## config.mk

```make
export PLATFORM = sky130hd
export DESIGN_NAME = tone_pwm_gen
export DESIGN_NICKNAME = d
export VERILOG_FILES = /design/src/rtl/tone_pkg.sv /design/src/rtl/tone_period_lut.sv /design/src/rtl/tone_pwm_gen.sv
export SDC_FILE = /design/constraint.sdc
export NUM_CORES = 1
export LEC_CHECK = 0
export CAP_MARGIN = 20
export CORE_MARGIN = 4
export CORE_UTILIZATION = 60
export DETAILED_ROUTE_END_ITERATION = 12
export GPL_TIMING_DRIVEN = 1
export HOLD_SLACK_MARGIN = 0.12
export MAX_ROUTING_LAYER = met4
export PLACE_DENSITY_LB_ADDON = 0.08
export RECOVER_POWER = 25
export SYNTH_ARGS = -nofsm -noshare
export SYNTH_HDL_FRONTEND = slang
export SYNTH_HIERARCHICAL = 1
export SYNTH_SLANG_ARGS = --single-unit
```

## constraint.sdc

```tcl
create_clock -name clk -period 10.4 [get_ports clk]
set_input_delay 3.12 -clock clk [delete_from_list [all_inputs] [get_ports clk]]
set_output_delay 3.12 -clock clk [all_outputs]
set_load 0.01 [all_outputs]
```

## src/rtl/tone_pkg.sv

```systemverilog
// tone_pkg: shared constants and types for the tone PWM generator.
// Rest threshold, octave-1 base period table, FSM state type.
package tone_pkg;

  localparam logic [3:0] NOTE_REST_MIN = 4'd12;

  // Table below is exact at this clock; other clocks are rescaled.
  localparam longint unsigned REF_HZ = 64'd100_000_000;

  typedef enum logic {
    IDLE = 1'b0,
    RUN  = 1'b1
  } tone_state_e;

  // Octave-1 periods: round(REF_HZ / f), f = 440*2^((n-45)/12).
  function automatic longint unsigned base_at_ref(
    input int unsigned note
  );
    case (note)
      0:       return 64'd3_057_805;
      1:       return 64'd2_886_184;
      2:       return 64'd2_724_195;
      3:       return 64'd2_571_297;
      4:       return 64'd2_426_982;
      5:       return 64'd2_290_766;
      6:       return 64'd2_162_195;
      7:       return 64'd2_040_840;
      8:       return 64'd1_926_297;
      9:       return 64'd1_818_182;
      10:      return 64'd1_716_135;
      11:      return 64'd1_619_816;
      default: return 64'd0;
    endcase
  endfunction

  // Rounded rescale of the reference table to clk_hz.
  function automatic longint unsigned base_period(
    input longint unsigned clk_hz,
    input int unsigned     note
  );
    return (base_at_ref(note) * clk_hz + REF_HZ / 2) / REF_HZ;
  endfunction

endpackage

```

## src/rtl/tone_period_lut.sv

```systemverilog
// tone_period_lut: note code + octave shift -> tone period in clocks.
// Ports: note (0..11 tone, 12..15 rest -> 0), h (octave-1), period.
module tone_period_lut
  import tone_pkg::*;
#(
  parameter int unsigned CLK_HZ = 100_000_000,
  parameter int unsigned CNT_W  = 22
) (
  input  logic [3:0]       note,
  input  logic [2:0]       h,
  output logic [CNT_W-1:0] period
);

  logic [CNT_W-1:0] tbl [16];

  // Constant entries; rest codes fall to the zero default.
  for (genvar i = 0; i < 16; i++) begin : g_tbl
    assign tbl[i] = CNT_W'(base_period(64'(CLK_HZ), i));
  end

  assign period = tbl[note] >> h;

endmodule

```

## src/rtl/tone_pwm_gen.sv

```systemverilog
// tone_pwm_gen: note/octave/duty -> glitch-free square-wave PWM drive.
// Ports: clk, rst_n, freq, h, duty in; PWM, tone_on, wrap out.
module tone_pwm_gen
  import tone_pkg::*;
#(
  parameter int unsigned CLK_HZ = 100_000_000,
  parameter int unsigned CNT_W  = 22,
  parameter int unsigned DUTY_W = 10
) (
  input  logic              clk,
  input  logic              rst_n,
  input  logic [3:0]        freq,
  input  logic [2:0]        h,
  input  logic [DUTY_W-1:0] duty,
  output logic              PWM,
  output logic              tone_on,
  output logic              wrap
);

  localparam int unsigned PW = CNT_W + DUTY_W;

  logic [3:0]        freq_q;
  logic [2:0]        h_q;
  logic [DUTY_W-1:0] duty_q;

  logic [CNT_W-1:0]  lut_period;
  logic [PW-1:0]     prod;
  logic [CNT_W-1:0]  pend_period_d, pend_period_q;
  logic [CNT_W-1:0]  pend_thresh_d, pend_thresh_q;
  logic              pend_rest_d, pend_rest_q;

  tone_state_e       state_d, state_q;
  logic [CNT_W-1:0]  cnt_d, cnt_q;
  logic [CNT_W-1:0]  cur_period_d, cur_period_q;
  logic [CNT_W-1:0]  cur_thresh_d, cur_thresh_q;
  logic              pwm_d, pwm_q;
  logic              tone_on_d, tone_on_q;
  logic              wrap_d, wrap_q;
  logic              last;

  tone_period_lut #(
    .CLK_HZ (CLK_HZ),
    .CNT_W  (CNT_W)
  ) u_lut (
    .note   (freq_q),
    .h      (h_q),
    .period (lut_period)
  );

  always_comb begin
    prod = {{DUTY_W{1'b0}}, lut_period}
         * {{CNT_W{1'b0}}, duty_q};
    pend_period_d = lut_period;
    pend_thresh_d = prod[PW-1:DUTY_W];
    pend_rest_d   = (freq_q >= NOTE_REST_MIN);
  end

  always_comb begin
    last         = (cnt_q == cur_period_q - CNT_W'(1));
    state_d      = state_q;
    cnt_d        = cnt_q;
    cur_period_d = cur_period_q;
    cur_thresh_d = cur_thresh_q;
    unique case (state_q)
      IDLE: begin
        cnt_d = '0;
        if (!pend_rest_q) begin
          state_d      = RUN;
          cur_period_d = pend_period_q;
          cur_thresh_d = pend_thresh_q;
        end
      end
      RUN: begin
        // Rest overrides everything; pitch only swaps at the boundary.
        if (pend_rest_q) begin
          state_d = IDLE;
          cnt_d   = '0;
        end else if (last) begin
          cnt_d        = '0;
          cur_period_d = pend_period_q;
          cur_thresh_d = pend_thresh_q;
        end else begin
          cnt_d = cnt_q + CNT_W'(1);
        end
      end
      default: begin
        state_d = IDLE;
        cnt_d   = '0;
      end
    endcase
    // Outputs registered against the next count so they line up with it.
    tone_on_d = (state_d == RUN);
    pwm_d     = tone_on_d && (cnt_d < cur_thresh_d);
    wrap_d    = tone_on_d
             && (cnt_d == cur_period_d - CNT_W'(1));
  end

  always_ff @(posedge clk or negedge rst_n) begin
    if (!rst_n) begin
      freq_q        <= NOTE_REST_MIN;
      h_q           <= '0;
      duty_q        <= '0;
      pend_period_q <= '0;
      pend_thresh_q <= '0;
      pend_rest_q   <= 1'b1;
    end else begin
      freq_q        <= freq;
      h_q           <= h;
      duty_q        <= duty;
      pend_period_q <= pend_period_d;
      pend_thresh_q <= pend_thresh_d;
      pend_rest_q   <= pend_rest_d;
    end
  end

  always_ff @(posedge clk or negedge rst_n) begin
    if (!rst_n) begin
      state_q      <= IDLE;
      cnt_q        <= '0;
      cur_period_q <= '0;
      cur_thresh_q <= '0;
      pwm_q        <= 1'b0;
      tone_on_q    <= 1'b0;
      wrap_q       <= 1'b0;
    end else begin
      state_q      <= state_d;
      cnt_q        <= cnt_d;
      cur_period_q <= cur_period_d;
      cur_thresh_q <= cur_thresh_d;
      pwm_q        <= pwm_d;
      tone_on_q    <= tone_on_d;
      wrap_q       <= wrap_d;
    end
  end

  assign PWM     = pwm_q;
  assign tone_on = tone_on_q;
  assign wrap    = wrap_q;

endmodule

```

==> results of run 1 <==
==> state kept, by name, summed over array words and instances (netlist names), 3 cells and up <==
| register | cells |
|---|---|
| cur_period_q | 22 |
| cur_thresh_q | 22 |
| h_q | 3 |
| pend_period_q | 22 |
| duty_q | 10 |
| pend_thresh_q | 22 |
| cnt_q | 22 |
| freq_q | 4 |
==> stage by stage <==
step | cell area, µm² | setup slack, ns | hold WS (ns)
after global routing | 15680 | 0.5278 | 0.4899
after floorplan | 14810 | 2.993 | 0.4341
final | 15680 | 1.080 | 0.4621
after CTS | 15710 | 1.470 | 0.4574
after detailed placement | 15100 | 1.556 | 0.4490
after global placement | 15090 | 1.766 | 0.4461
==> layer usage <==
metal  vias to the layer above  share of wire  global-route usage
met2                       411           0.48              0.4746
met1                      5667           0.43              0.3977
met3                        85          0.060             0.05386
met5                         -              0                   -
met4                         0          0.032              0.1017
li1                       5281              -                   -
==> cells by family (layout without fill, tap and decap cells) <==
family	count (synthesis)	count (layout)	synth area share
AND/OR/NAND/NOR	583	583	0.2014
AO/OA/AOI/OAI	214	214	0.1002
flip-flops	131	131	0.2216
buffers and inverters	282	261	0.08083
adder cells (fa/ha/maj)	254	254	0.2941
multiplexers	79	79	0.05642
XOR/XNOR	77	77	0.04553
==> worst max-delay path by stage <==
stage                         to  slack (ns)  cells after the start
2_1_floorplan  pend_thresh_q[15]        2.99                     33
3_3_place_gp   pend_thresh_q[20]        1.77                     30
3_5_place_dp   pend_thresh_q[20]        1.56                     29
4_1_cts        pend_thresh_q[20]        1.47                     29
5_1_grt        pend_thresh_q[15]        0.53                     29
6_report       pend_thresh_q[15]        1.08                     29
==> power by group <==
group          total (mW)  internal (mW)  switching, mW
registers           0.756          0.648          0.108
clock network       0.633          0.346          0.287
logic                2.30           1.01           1.29
==> worst register-to-register path, delay by kind of cell, from the launching register on <==
kind	cells	cell delay, ns
AOI/OAI and AO/OA	11	2.71
xor gates and xnor gates	1	0.14
adders and majority gates	6	2.91
buffers and inverters	5	1.36
DFF	1	0.73
muxes	1	0.10
and+or+nand+nor	5	1.29
==> cell type report <==
type / instances / area, µm²
Tap cell: 324 / 405.4
Fill cell: 2036 / 8641
Timing Repair Buffer: 45 / 346.6
Sequential cell: 131 / 3282
Multi-Input combinational cell: 1207 / 10340
Clock inverter: 15 / 190.2
Inverter: 184 / 690.7
Clock buffer: 17 / 425.4
==> cell usage in the layout, fill, tap and decap left out, drive strengths merged, types with 11 or more instances in the layout <==
| cell type | count |
|---|---|
| nand2 | 197 |
| inv | 190 |
| fa | 157 |
| dfrtp | 128 |
| and2 | 110 |
| nor2 | 98 |
| ha | 97 |
| mux2i | 52 |
| xnor2 | 51 |
| a21oi | 49 |
| o21ai | 38 |
| nor3 | 31 |
| clkbuf | 28 |
| xor2 | 26 |
| nand3 | 26 |
| mux2 | 26 |
| nand2b | 25 |
| nor4 | 18 |
| nand4 | 16 |
| o22ai | 14 |
| clkdlybuf4s50 | 14 |
| buf | 14 |
| nor2b | 13 |
| a21o | 11 |
==> flow_metrics.tcl, run 1 <==
set metrics [dict create \
    grt_max_degree 73 \
    design.core.area_mm2 0.02432 \
    rsz0062_at_grt "false" \
    syn_to_final_growth_pct 5.845 \
    max_freq_mhz 107.3 \
    cts_tree "done" \
    drc 0 \
    h-tree-depth 4 \
    final_core_util 0.6447 \
    yosysMostFrequentCell "nand2_1" \
    cpLargestDelayFamily "adder cells" \
    wl_per_cell_um 19.65 \
    drive_gt1_frac 0.06191 \
    cts.sink_count 131 \
    synth_top_area_share 0.2162 \
    p_per_area_mw_per_mm2 235.1 \
    synthTopCellsByArea "dfrtp_1 (22%), fa_1 (21%), ha_1 (8.2%)" \
    cts_buffers 17 \
    period_share 0.8961 \
    die-height_um 165.1 \
    cts_max_path_buffers 2 \
    layout.nets 1859 \
    viasPerCell 5.951 \
    initial_core_util 0.6091 \
    period_needed_ns 9.320 \
    fp-row-count 57 \
    antenna_left 0 \
    seq_area_frac_synth 0.2216 \
    antenna_found_initial 0 \
    ys_seq_elements 131 \
    startpoint "h_q[0]" \
    ys_top_cells_by_count "nand2_1 (197), inv_1 (182), fa_1 (157)" \
    cp.required_ns 10.75 \
    synth_top_area_cell "dfrtp_1" \
    synth_edf_count 0 \
    hp-start "pend_thresh_q[3]" \
    min_to "cur_thresh_q[3]" \
    ios 22 \
    holdPathStages 2 \
    violations "capacitance limit, slew limit" \
    grt_pass1_vias 11790 \
    finalWirelength_um 37780 \
    regToRegStartpoint "h_q[0]" \
    critPathLaunchType "register" \
    r2r-end "pend_thresh_q[15]" \
    worstSkewPairLatency_ns 0.44 \
    die_x_um 165.1 \
    synth.net_count 1893 \
    slew_violations 61 \
    finalClockSkew_ns 0.01944 \
    irDropWorstVdd_uv 146.0 \
    portBuffers 21 \
    crit_fanout 18 \
    final_cell_count_no_fill 1923 \
    p_leak_nw 7.329 \
    vias 11440 \
    fp.dieArea_mm2 0.02727 \
    netlist_area_mm2 0.01481 \
    async_flop_share 1.000 \
    finalPower_mw 3.687 \
    hp-class "register to register" \
    cts_hold_buf 0 \
    slew_headroom -1.372 \
    grt_usage 0.3010 \
    synthCells 1620 \
    grt_pass1_wl_um 62170 \
    setup_viol_count_final 0 \
    clockRootBuffer "clkbuf_16" \
    avgSynthCellArea_um2 9.144 \
    maxCapViolCount 1 \
    path_clk_slew_ns 0.07 \
    r2r_slack_ns 1.08 \
    synth_cell_types 91 \
    gp_congestion 0.9530 \
    placed_cells 1889 \
    status "complete, but fails checks" \
    tns_ns 0 \
    cts_resized 0 \
    yosys_warnings 6 \
    hold_viol_final 0 \
    r2r_cells 29 \
    cp_slowest_stage_delay_ns 0.81 \
    num_antenna_cells 0 \
    drt_iter0_drc 989 \
    crit_arrival_ns 9.67 \
    crit_slowest_cell "a21oi_1" \
    firstDrtPassIters 7 \
    crit_type "register to register" \
    synthFlopType "dfrtp_1" \
    worst_pin_slew_ns 3.558 \
    critical_path.most_common_cell "fa_1" \
    cp-end-kind "register" \
    cts_setup_buffers 0 \
    grt_overflow 0 \
    crit_buf_inv 5 \
    dp_hpwl_um 28620 \
]
Power figures use the tool's default switching activity.
==> inputs of run 2 (changes only) <==
--- a/config.mk
+++ b/config.mk
@@ -5,7 +5,7 @@
 export SDC_FILE = /design/constraint.sdc
 export NUM_CORES = 1
 export LEC_CHECK = 0
-export CAP_MARGIN = 20
+export CAP_MARGIN = 30
 export CORE_MARGIN = 4
 export CORE_UTILIZATION = 60
 export DETAILED_ROUTE_END_ITERATION = 12
==> flow_metrics.tcl, run 2 (same netlist as run 1, synthesis figures left out) <==
set metrics [dict create \
    status "complete, but fails checks" \
    violations "capacitance limit, slew limit" \
    wl_per_cell_um 19.58 \
    cts_hold_buf 0 \
    cp_slowest_stage_delay_ns 0.77 \
    cp.required_ns 10.73 \
    met2_usage 0.4657 \
    cts_tree "done" \
    tns_ns 0 \
    drive_gt1_frac 0.06129 \
    grt_max_degree 73 \
    crit_arrival_ns 9.47 \
    viasPerCell 5.972 \
    finalClockSkew_ns 0.01626 \
    fp-row-count 57 \
    p_leak_nw 7.359 \
    grt_overflow 0 \
    fillerInstances 2035 \
    die-height_um 165.1 \
    cts_setup_buffers 0 \
    slew_violations 61 \
    grt_usage 0.2970 \
    grt_use_met1 0.4005 \
    placed_area_mm2 0.01511 \
    finalWirelength_um 37640 \
    cts_buffers 17 \
    vias 11490 \
    cts_max_path_buffers 2 \
    crit_slowest_cell "a21oi_1" \
    cp-end-kind "register" \
    hold_viol_final 0 \
    placed_cells 1891 \
    critical_path.most_common_cell "fa_1" \
    h-tree-depth 4 \
    syn_to_final_growth_pct 6.183 \
    grt_use_met3 0.04443 \
    setup_ws_ns 1.262 \
    layout.nets 1860 \
    worst_pin_slew_ns 3.473 \
    period_needed_ns 9.138 \
    firstDrtPassIters 7 \
    antenna_found_initial 0 \
    final_core_util 0.6468 \
    hp-class "register to register" \
    stdcell_area_mm2 0.01573 \
    final_cell_count_no_fill 1923 \
    gp_congestion 0.9530 \
    critPathLaunchType "register" \
    fp.dieArea_mm2 0.02727 \
    p_per_area_mw_per_mm2 237.8 \
    grt.busiest_layer "met2" \
    cts_resized 0 \
    irDropWorstVdd_uv 163.0 \
    period_share 0.8787 \
    grt_pass1_vias 11690 \
    grt_pass1_wl_um 61480 \
    ios 22 \
    die_x_um 165.1 \
    path_clk_slew_ns 0.06 \
    clockRootBuffer "clkbuf_16" \
    crit_type "register to register" \
    dp_slack_ns 1.620 \
    layout_commonest_cell "nand2_1" \
    drc 0 \
    slew_headroom -1.315 \
    initial_core_util 0.6091 \
    worstSkewPairLatency_ns 0.42 \
    dp_hpwl_um 28670 \
    maxCapViolCount 1 \
    rsz0062_at_grt "false" \
    final_cell_mix "nand2_1 (197), inv_1 (182), fa_1 (157), dfrtp_1 (128), and2_1 (108)" \
    setup_viol_count_final 0 \
    antenna_left 0 \
    crit_fanout 18 \
    design.core.area_mm2 0.02432 \
    portBuffers 21 \
    max_freq_mhz 109.4 \
    cts.sink_count 131 \
    drt_iter0_drc 917 \
    num_antenna_cells 0 \
]
==> run 2: layout make-up <==
| class | instances | area [µm²] | area share |
|---|---|---|---|
| multi-input cells | 1207 | 10340 | 0.6573 |
| flip-flops and latches | 131 | 3282 | 0.2087 |
| inverters | 184 | 690.7 | 0.04391 |
| clock buffers | 18 | 439.2 | 0.02792 |
| well taps | 324 | 405.4 | 0.02577 |
| repair buffers | 46 | 350.3 | 0.02227 |
| clock inverters | 13 | 222.7 | 0.01416 |
==> run 2: final timing paths <==
path / end / cells past startpoint / from / slack [ns]
max: pend_thresh_q[20] / 29 / h_q[0] / 1.26
min: cur_thresh_q[3] / 2 / pend_thresh_q[3] / 0.46
max reg2reg: pend_thresh_q[20] / 29 / h_q[0] / 1.26
min reg2reg: cur_thresh_q[3] / 2 / pend_thresh_q[3] / 0.46
max in group asynchronous: pend_period_q[18] / 2 / rst_n / 4.20
min in group asynchronous: cnt_q[18] / 1 / rst_n / 3.87
==> run 2: power by group <==
group          switching [mW]  total [mW]  internal [mW]
Combinational            1.30        2.30           1.01
Sequential              0.109       0.757          0.648
Clock                   0.245       0.682          0.436
Total                    1.65        3.74           2.09
==> run 2: critical path, delay by kind of cell (launching register included) <==
family	cells	cell delay, ns
AO/OA/AOI/OAI	11	2.73
AND/OR/NAND/NOR	5	1.07
buffers and inverters	5	1.34
adder cells (fa/ha/maj)	6	2.90
flip-flops	1	0.73
XOR/XNOR	1	0.15
multiplexers	1	0.10
==> run 2: metrics by stage <==
| stage | hold WS, ns | power (mW) |
|---|---|---|
| after detailed placement | 0.4457 | 3.035 |
| after global placement | 0.4461 | 2.939 |
| after floorplan | 0.4341 | 2.523 |
| after global routing | 0.4904 | 4.122 |
| final | 0.4587 | 3.740 |
| after CTS | 0.4577 | 3.750 |
==> run 2: routing by layer <==
metal | share of wire | vias up
li1 | - | 5282
met1 | 0.44 | 5707
met2 | 0.47 | 416
met3 | 0.058 | 80
met4 | 0.032 | 0
met5 | 0 | -
==> inputs of run 3 (changes only) <==
--- a/config.mk
+++ b/config.mk
@@ -8,6 +8,7 @@
 export CAP_MARGIN = 30
 export CORE_MARGIN = 4
 export CORE_UTILIZATION = 60
+export CTS_CLUSTER_DIAMETER = 80
 export DETAILED_ROUTE_END_ITERATION = 12
 export GPL_TIMING_DRIVEN = 1
 export HOLD_SLACK_MARGIN = 0.12
==> results of run 3 <==
No change in the layout: final DEF, timing and power equal those of run 2.
